===== config.mk =====
export PLATFORM = sky130hd
export DESIGN_NAME = parity_arbiter
export DESIGN_NICKNAME = d
export VERILOG_FILES = /design/src/rtl/parity_pkg.sv /design/src/rtl/parity_core.sv /design/src/rtl/parity_arbiter.sv
export SDC_FILE = /design/constraint.sdc
export NUM_CORES = 1
export LEC_CHECK = 0
export ABC_AREA = 1
export BUFFER_PORTS_ARGS = -buffer_cell sky130_fd_sc_hd__buf_2
export CAP_MARGIN = 30
export CORE_UTILIZATION = 52
export DETAILED_ROUTE_END_ITERATION = 10
export GPL_TIMING_DRIVEN = 0
export PLACE_DENSITY = 0.82
export SLEW_MARGIN = 20
export SYNTH_ARGS = -nofsm -noshare
export SYNTH_HDL_FRONTEND = slang
export SYNTH_SLANG_ARGS = --single-unit
export TNS_END_PERCENT = 10

===== constraint.sdc =====
create_clock -name clk -period 1.8 [get_ports clk]
set_clock_uncertainty 0.05 [all_clocks]
set_input_delay 0 -clock clk [delete_from_list [all_inputs] [get_ports clk]]
set_output_delay 0 -clock clk [all_outputs]
set_load 0.01 [all_outputs]

===== src/rtl/parity_pkg.sv =====
// parity_pkg: shared mode codes and FSM/owner types for the parity arbiter
package parity_pkg;
  localparam logic MODE_GEN = 1'b0;
  localparam logic MODE_CHK = 1'b1;
  typedef enum logic [1:0] {IDLE, CAPTURE, RESULT} state_t;
  typedef enum logic {OWN_GEN, OWN_CHK} owner_t;
endpackage


===== src/rtl/parity_core.sv =====
// parity_core: combinational even-parity generate/check datapath
module parity_core
  import parity_pkg::*;
#(
  parameter int DATA_W = 4
) (
  input  logic [DATA_W-1:0] data,
  input  logic              mode,
  input  logic              parity_in,
  output logic              parity_out,
  output logic              ok
);
  // the check result is only meaningful in check mode
  assign parity_out = ^data;
  assign ok = (mode == MODE_CHK) ? ~^{data, parity_in} : 1'b0;
endmodule


===== src/rtl/parity_arbiter.sv =====
// parity_arbiter: round-robin sharing of one parity datapath between GEN and CHK clients
module parity_arbiter
  import parity_pkg::*;
#(
  parameter int DATA_W = 4,
  parameter int CNT_W  = 8
) (
  input  logic              clk,
  input  logic              rst_n,
  input  logic              gen_req,
  input  logic [DATA_W-1:0] gen_data,
  output logic              gen_gnt,
  output logic              gen_done,
  output logic              gen_parity,
  input  logic              chk_req,
  input  logic [DATA_W-1:0] chk_data,
  input  logic              chk_parity_in,
  output logic              chk_gnt,
  output logic              chk_done,
  output logic              chk_ok,
  output logic [CNT_W-1:0]  err_cnt,
  output logic              busy
);
  state_t             state_q, state_d;
  owner_t             last_q, last_d;
  logic               mode_q, mode_d;
  logic [DATA_W-1:0]  data_q, data_d;
  logic               pin_q, pin_d;
  logic               gen_gnt_q, gen_gnt_d, chk_gnt_q, chk_gnt_d;
  logic               gen_done_q, gen_done_d, chk_done_q, chk_done_d;
  logic               gen_parity_q, gen_parity_d, chk_ok_q, chk_ok_d;
  logic [CNT_W-1:0]   err_q, err_d;
  logic               pick_chk, core_parity, core_ok;

  parity_core #(.DATA_W(DATA_W)) u_core (
    .data      (data_q),
    .mode      (mode_q),
    .parity_in (pin_q),
    .parity_out(core_parity),
    .ok        (core_ok)
  );

  // CHK wins only when alone or when GEN owned the datapath last
  assign pick_chk = chk_req && (!gen_req || last_q == OWN_GEN);

  always_comb begin
    state_d      = state_q;
    last_d       = last_q;
    mode_d       = mode_q;
    data_d       = data_q;
    pin_d        = pin_q;
    gen_gnt_d    = 1'b0;
    chk_gnt_d    = 1'b0;
    gen_done_d   = 1'b0;
    chk_done_d   = 1'b0;
    gen_parity_d = gen_parity_q;
    chk_ok_d     = chk_ok_q;
    err_d        = err_q;
    case (state_q)
      IDLE: if (gen_req || chk_req) begin
        state_d   = CAPTURE;
        last_d    = pick_chk ? OWN_CHK : OWN_GEN;
        mode_d    = pick_chk ? MODE_CHK : MODE_GEN;
        data_d    = pick_chk ? chk_data : gen_data;
        pin_d     = pick_chk & chk_parity_in;
        gen_gnt_d = !pick_chk;
        chk_gnt_d = pick_chk;
      end
      CAPTURE: begin
        state_d    = RESULT;
        gen_done_d = (mode_q == MODE_GEN);
        chk_done_d = (mode_q == MODE_CHK);
        if (mode_q == MODE_GEN) gen_parity_d = core_parity;
        else begin
          chk_ok_d = core_ok;
          if (!core_ok && !(&err_q)) err_d = err_q + 1'b1;
        end
      end
      default: state_d = IDLE;
    endcase
  end

  always_ff @(posedge clk or negedge rst_n) begin
    if (!rst_n) begin
      state_q      <= IDLE;
      last_q       <= OWN_CHK;
      mode_q       <= MODE_GEN;
      data_q       <= '0;
      pin_q        <= 1'b0;
      gen_gnt_q    <= 1'b0;
      chk_gnt_q    <= 1'b0;
      gen_done_q   <= 1'b0;
      chk_done_q   <= 1'b0;
      gen_parity_q <= 1'b0;
      chk_ok_q     <= 1'b0;
      err_q        <= '0;
    end else begin
      state_q      <= state_d;
      last_q       <= last_d;
      mode_q       <= mode_d;
      data_q       <= data_d;
      pin_q        <= pin_d;
      gen_gnt_q    <= gen_gnt_d;
      chk_gnt_q    <= chk_gnt_d;
      gen_done_q   <= gen_done_d;
      chk_done_q   <= chk_done_d;
      gen_parity_q <= gen_parity_d;
      chk_ok_q     <= chk_ok_d;
      err_q        <= err_d;
    end
  end

  assign gen_gnt    = gen_gnt_q;
  assign chk_gnt    = chk_gnt_q;
  assign gen_done   = gen_done_q;
  assign chk_done   = chk_done_q;
  assign gen_parity = gen_parity_q;
  assign chk_ok     = chk_ok_q;
  assign err_cnt    = err_q;
  assign busy       = (state_q != IDLE);
endmodule


# Word-level counts from Yosys, hierarchy flattened
# Index checks and enable logic that the tools add are counted.
dict set report classes {
  n_addsub 1
  mul 0
  n_div 0
  n_lt_le_gt_ge 0
  eq_ne 2
  shift 0
  muxes 11
  bitwise_logic 3
  n_reduce_logical 17
}
# op n
set ops {}
lappend ops {{$add 8x1->8 const B} 1}
lappend ops {{$mux 1} 8}
lappend ops {{$reduce_and 8->1} 1}
lappend ops {{$reduce_and 2->1} 3}
lappend ops {{$reduce_xnor 5->1} 1}
lappend ops {{$logic_not 1->1} 4}
lappend ops {{$mux 4} 1}
lappend ops {{$pmux 2 s2} 1}
lappend ops {{$reduce_xor 4->1} 1}
lappend ops {{$reduce_and 3->1} 1}
lappend ops {{$eq 2x1->1 const B} 1}
lappend ops {{$logic_and 1x1->1} 2}
lappend ops {{$logic_not 2->1} 1}
lappend ops {{$logic_or 1x1->1} 2}
lappend ops {{$mux 2} 1}
lappend ops {{$ne 2x2->1 const B} 1}
lappend ops {{$not 1->1} 2}
lappend ops {{$reduce_bool 2->1} 1}
lappend ops {{$and 1x1->1} 1}
dict set report word_totals {
  regBits 23
  latch_bits 0
  ram_bits 0
  mem_bits_ro 0
  in_bits 13
  output_inout_bits 15
  wordCells 46
  n_memories 0
}

# Depth between registers and ports, before layout
dict set report logic_depth {
  depth_word 6
  ltp_mapped 8
  depth_no_buf 8
}

# Modules after synthesis
# From an unflattened synthesis, not the netlist that was laid out.
dict set report unflattened {
  cells_unflattened 150
  hier_area_um2 1183.6
}
# module n_inst cells_each area_each_um2 seq_area_each_um2
set modules_own_cells {}
lappend modules_own_cells {parity_arbiter 1 127 1082.3 576.8}
lappend modules_own_cells {parity_core 1 23 101.3 0.0}

# Worst setup path after synthesis
# No wires, ideal clock.
dict set report synth_timing {
  path_type {register to register}
  start {reg err_q[0] (netlist: err_cnt[0])}
  end {reg err_q[4] (netlist: err_cnt[4])}
  setup_ns 0.117
  arrival_ns 1.292
  required_ns 1.633
  setup_slack_ns 0.341
  path_stages_with_launch 8
  n_path_buf 0
  period_less_slack_ns 1.459
  cell_sequence {dfrtp_1 -> ha_1 -> nand2_1 -> nor2_1 -> a21oi_4 -> nand3_4 -> nand2_1 -> nand2_1}
}
dict set report synth_between {
  elab_chain_cells 4
  elab_cells_between_ends 5
  cone_classes {add/sub: 1; reduce/logical: 4}
}
# element line_no
set synth_rtl {}
lappend synth_rtl {{from (decl)} parity_arbiter.sv:32} ;# logic [CNT_W-1:0] err_q, err_d;
lappend synth_rtl {{from (signal assigned)} parity_arbiter.sv:109} ;# err_q <= err_d;
lappend synth_rtl {{parallel branches: the longest is 4 deep, another holds $add 8x1->8} -}
# Several ways; the timed one is not identified.
# A chain may end at the register's enable or synchronous reset.

# Final worst setup path
dict set report layout_timing {
  start {reg err_q[0] (netlist: err_cnt[0])}
  end {reg err_q[6] (netlist: err_cnt[6])}
}
# The elaborated chain is that of the path after synthesis.

==> tab_implementation.tex <==
\begin{tabular}{lr}
\hline
Metric & Value \\
\hline
\multicolumn{2}{l}{\textbf{Drt}} \\
Average detailed-routed wire length per instance & 11.84 um \\
Vias after detailed routing & 1066 \\
Post-route antenna net violation count & 0 \\
Post-detailed-route via-to-cell ratio & 4.935 \\
Detailed router's first-iteration violation count & 15 \\
Drt total wl & 2558 um \\
DRC errors left & 0 \\
Drt first pass iters & 4 \\
\multicolumn{2}{l}{\textbf{STA}} \\
Final cycle utilization of the critical path & 0.8860 \\
Aggregate negative setup slack & 0 ns \\
Final worst path period need & 1.595 ns \\
Number of failing setup endpoints in the final timing report & 0 \\
Setup repair after global routing missed its margin & false \\
Final Hold Vio Count & 0 \\
Final max-slew violation count & 0 \\
Relative max-transition margin & 0.6617 \\
Highest achievable clock rate & 0.6270 GHz \\
Slew of the pin with the lowest slew margin & 0.5074 ns \\
\multicolumn{2}{l}{\textbf{Worst setup path}} \\
Category of the worst setup path launch point & flop \\
Critical path type & reg2reg \\
Largest stage delay, worst path & 0.44 ns \\
Arrival time reported for the critical path endpoint & 1.78 ns \\
CP dominant cell by count & nand2\_1 \\
Critical path fanouts, max & 9 \\
Worst endpoint required time & 1.98 ns \\
Critical-path top delay cell & dfrtp\_1 \\
Depth of the worst register-to-register path & 7 \\
Type of destination of the critical path & flop \\
Critical-path cell list & ha\_1 > nand2\_1 > nor2\_1 > a21oi\_4 > nand3\_4 > nand2\_1 > nand2\_1 \\
\multicolumn{2}{l}{\textbf{Yosys}} \\
Average cell area after synthesis & 7.953 sq um \\
Async set or reset register ratio after synthesis & 1.000 \\
Cell area after synthesis & 1161 sq um \\
Syn Nets & 160 \\
Distinct cell type count after synthesis & 20 \\
Post-synthesis cell count & 146 \\
Number of storage elements in the synthesis netlist & 23 \\
Number of enable flip-flop cells after synthesis & 0 \\
Top area cells in the synthesized netlist & dfrtp\_1 (47\%), nand2\_1 (18\%), nand3\_1 (8.6\%) \\
Commonest cells in the netlist & nand2\_1 (57), dfrtp\_1 (22), nand3\_1 (20), inv\_1 (16), nor2\_1 (7) \\
Fraction of post-synthesis cell area in the top cell type by area & 0.4741 \\
Biggest area consumer among synthesized cells & dfrtp\_1 \\
Top-count cell post-synth & nand2\_1 \\
Share of the yosys chip area belonging to registers & 0.4968 \\
Most used flip-flop cell after synthesis & dfrtp\_1 \\
YS warnings & 0 \\
\multicolumn{2}{l}{\textbf{Layout}} \\
Proportion of layout cells with a drive suffix above 1 & 0.2169 \\
Sequential standard cell area & 576.8 sq um \\
Footprint of the multi-input gates & 524.3 sq um \\
Finished layout cell area & 1488 sq um \\
Final Net Count & 204 \\
Post-synthesis to final-layout area growth & 28.13\% \\
Fin cells & 216 \\
\# diodes & 0 \\
Layout filler cell count & 150 \\
Post-Route Utilization & 0.7358 \\
\multicolumn{2}{l}{\textbf{Global routing}} \\
Vias in the first global route & 1048 \\
Global routing's busiest layer & met2 \\
Largest net degree at the start of global routing & 24 \\
Total Routing Usage GR & 0.2430 \\
Initial antenna violation count & 0 \\
Global route overflow & 0 \\
Global-route wire length before repair & 4464 um \\
GR Util met1 & 0.2982 \\
Global-route met2 utilization & 0.4315 \\
Met3 Usage GRT & 0.05607 \\
\multicolumn{2}{l}{\textbf{CTS}} \\
\# clock sinks & 23 \\
Clock buffers created by TritonCTS & 3 \\
Buffers inserted during post-CTS setup optimization & 0 \\
Bufs on Longest Clock Path & 2 \\
H-tree levels & 1 \\
Clock transition time at the flip-flop clock pins of the worst setup and hold paths & 0.13 ns \\
Clk\_lat worst skew & 0.32 ns \\
CTS tree & done \\
Cell chosen for the clock root & clkbuf\_4 \\
\multicolumn{2}{l}{\textbf{Die}} \\
Die Footprint & 2426 sq um \\
Die width & 49.26 um \\
Boundary pin count & 28 \\
Area of the core & 2022 sq um \\
Die height & 49.26 um \\
Starting Density & 0.5743 \\
Standard-cell rows & 16 \\
\multicolumn{2}{l}{\textbf{Pwr}} \\
Pwr/cell area & 1374 nW/um\^{}2 \\
Leakage power & 0.7994 nW \\
VDD IR max & 905.3 uV \\
Overall power after layout & 2.043 mW \\
\multicolumn{2}{l}{\textbf{Place}} \\
Cell total after placement & 200 \\
Dpl hpwl & 1651 um \\
Global placement routability congestion & 0.7655 \\
Number of buffers added on ports & 27 \\
Placed inst area & 1330 sq um \\
\multicolumn{2}{l}{\textbf{Outcome}} \\
Result of the run & finished, final reports clean \\
\multicolumn{2}{l}{\textbf{Run}} \\
Count of maximum capacitance violations & 0 \\
\multicolumn{2}{l}{\textbf{Min path}} \\
Hold/Removal Path Class & in2async \\
\hline
\end{tabular}
[critical path: cells and delay by family, from the launching register on]
family                     cells  cell delay [ns]
adders and majority gates      1             0.25
DFF                            1             0.44
and+or+nand+nor                5             0.45
AOI/OAI and AO/OA              1             0.31
[layout by cell type (no fill, tap or decap), drive strengths merged]
cell type	n
xor2	2
buf	27
nand2	59
dfstp	1
o211ai	4
xnor2	1
nor2	9
nand3	21
clkbuf	3
ha	1
clkinvlp	1
dlygate4sd3	12
dfrtp	22
nand3b	1
o21ai	5
inv	18
nand4	1
a21oi	1
[logic make-up after synthesis]
kind of cell,Yosys count,share of synthesized area
buffers and inverters,18,0.05819
adders and majority gates,1,0.01077
xor gates and xnor gates,3,0.02263
AOI/OAI and AO/OA,10,0.06142
DFF,23,0.4968
and+or+nand+nor,91,0.3502
[final timing paths]
| kind | from | endpoint | slack [ns] |
|---|---|---|---|
| max reg2reg | err_cnt[0]$_DFFE_PN0P_ | err_cnt[6]$_DFFE_PN0P_ | 0.21 |
| min in group clk | chk_parity_in | pin_q$_DFFE_PN0P_ | 0.35 |
| max in group asynchronous | rst_n | last_q$_DFFE_PN1P_ | 1.23 |
| min reg2reg | last_q$_DFFE_PN1P_ | last_q$_DFFE_PN1P_ | 0.42 |
| min | rst_n | data_q[1]$_DFFE_PN0P_ | 0.11 |
| max | err_cnt[0]$_DFFE_PN0P_ | err_cnt[6]$_DFFE_PN0P_ | 0.21 |
[registers in the layout, indices dropped and copies added, names as in the netlist]
name	cells
chk_done	1
chk_gnt	1
chk_ok	1
data_q	4
err_cnt	8
gen_done	1
gen_gnt	1
gen_parity	1
last_q	1
mode_q	1
pin_q	1
state_q	2
[metal layers]
metal	up-vias	routed length [um]
li1	552	-
met1	491	1145
met2	20	1316
met3	3	84
met4	0	11
met5	-	0
[timing repair]
item	CTS	global route
endpoints found under the hold margin	31	0
setup endpoints to repair	0	7
hold buffers	13	0
gates resized for setup	0	2
[final cells by class]
type | instances | area share
sequential | 23 | 0.3877
multi-input combinational | 105 | 0.3524
timing repair buffer | 39 | 0.1716
inverter | 18 | 0.04542
tap | 27 | 0.02271
clock buffer | 3 | 0.01514
clock inverter | 1 | 0.005046
[power breakdown]
part / switching [mW] / internal (mW) / total (mW)
Combinational: 0.624 / 0.334 / 0.959
Sequential: 0.129 / 0.701 / 0.829
Clock: 0.170 / 0.0851 / 0.255
[metrics by stage]
step                setup slack (ns)  hold slack, ns
floorplan                     0.3408         -0.3456
global placement              0.2650        -0.05192
detailed placement            0.2445        -0.04363
CTS                          0.02707          0.1266
global route                 0.06229          0.1517
finish                        0.2051          0.1074
Power figures use the tool's default switching activity.
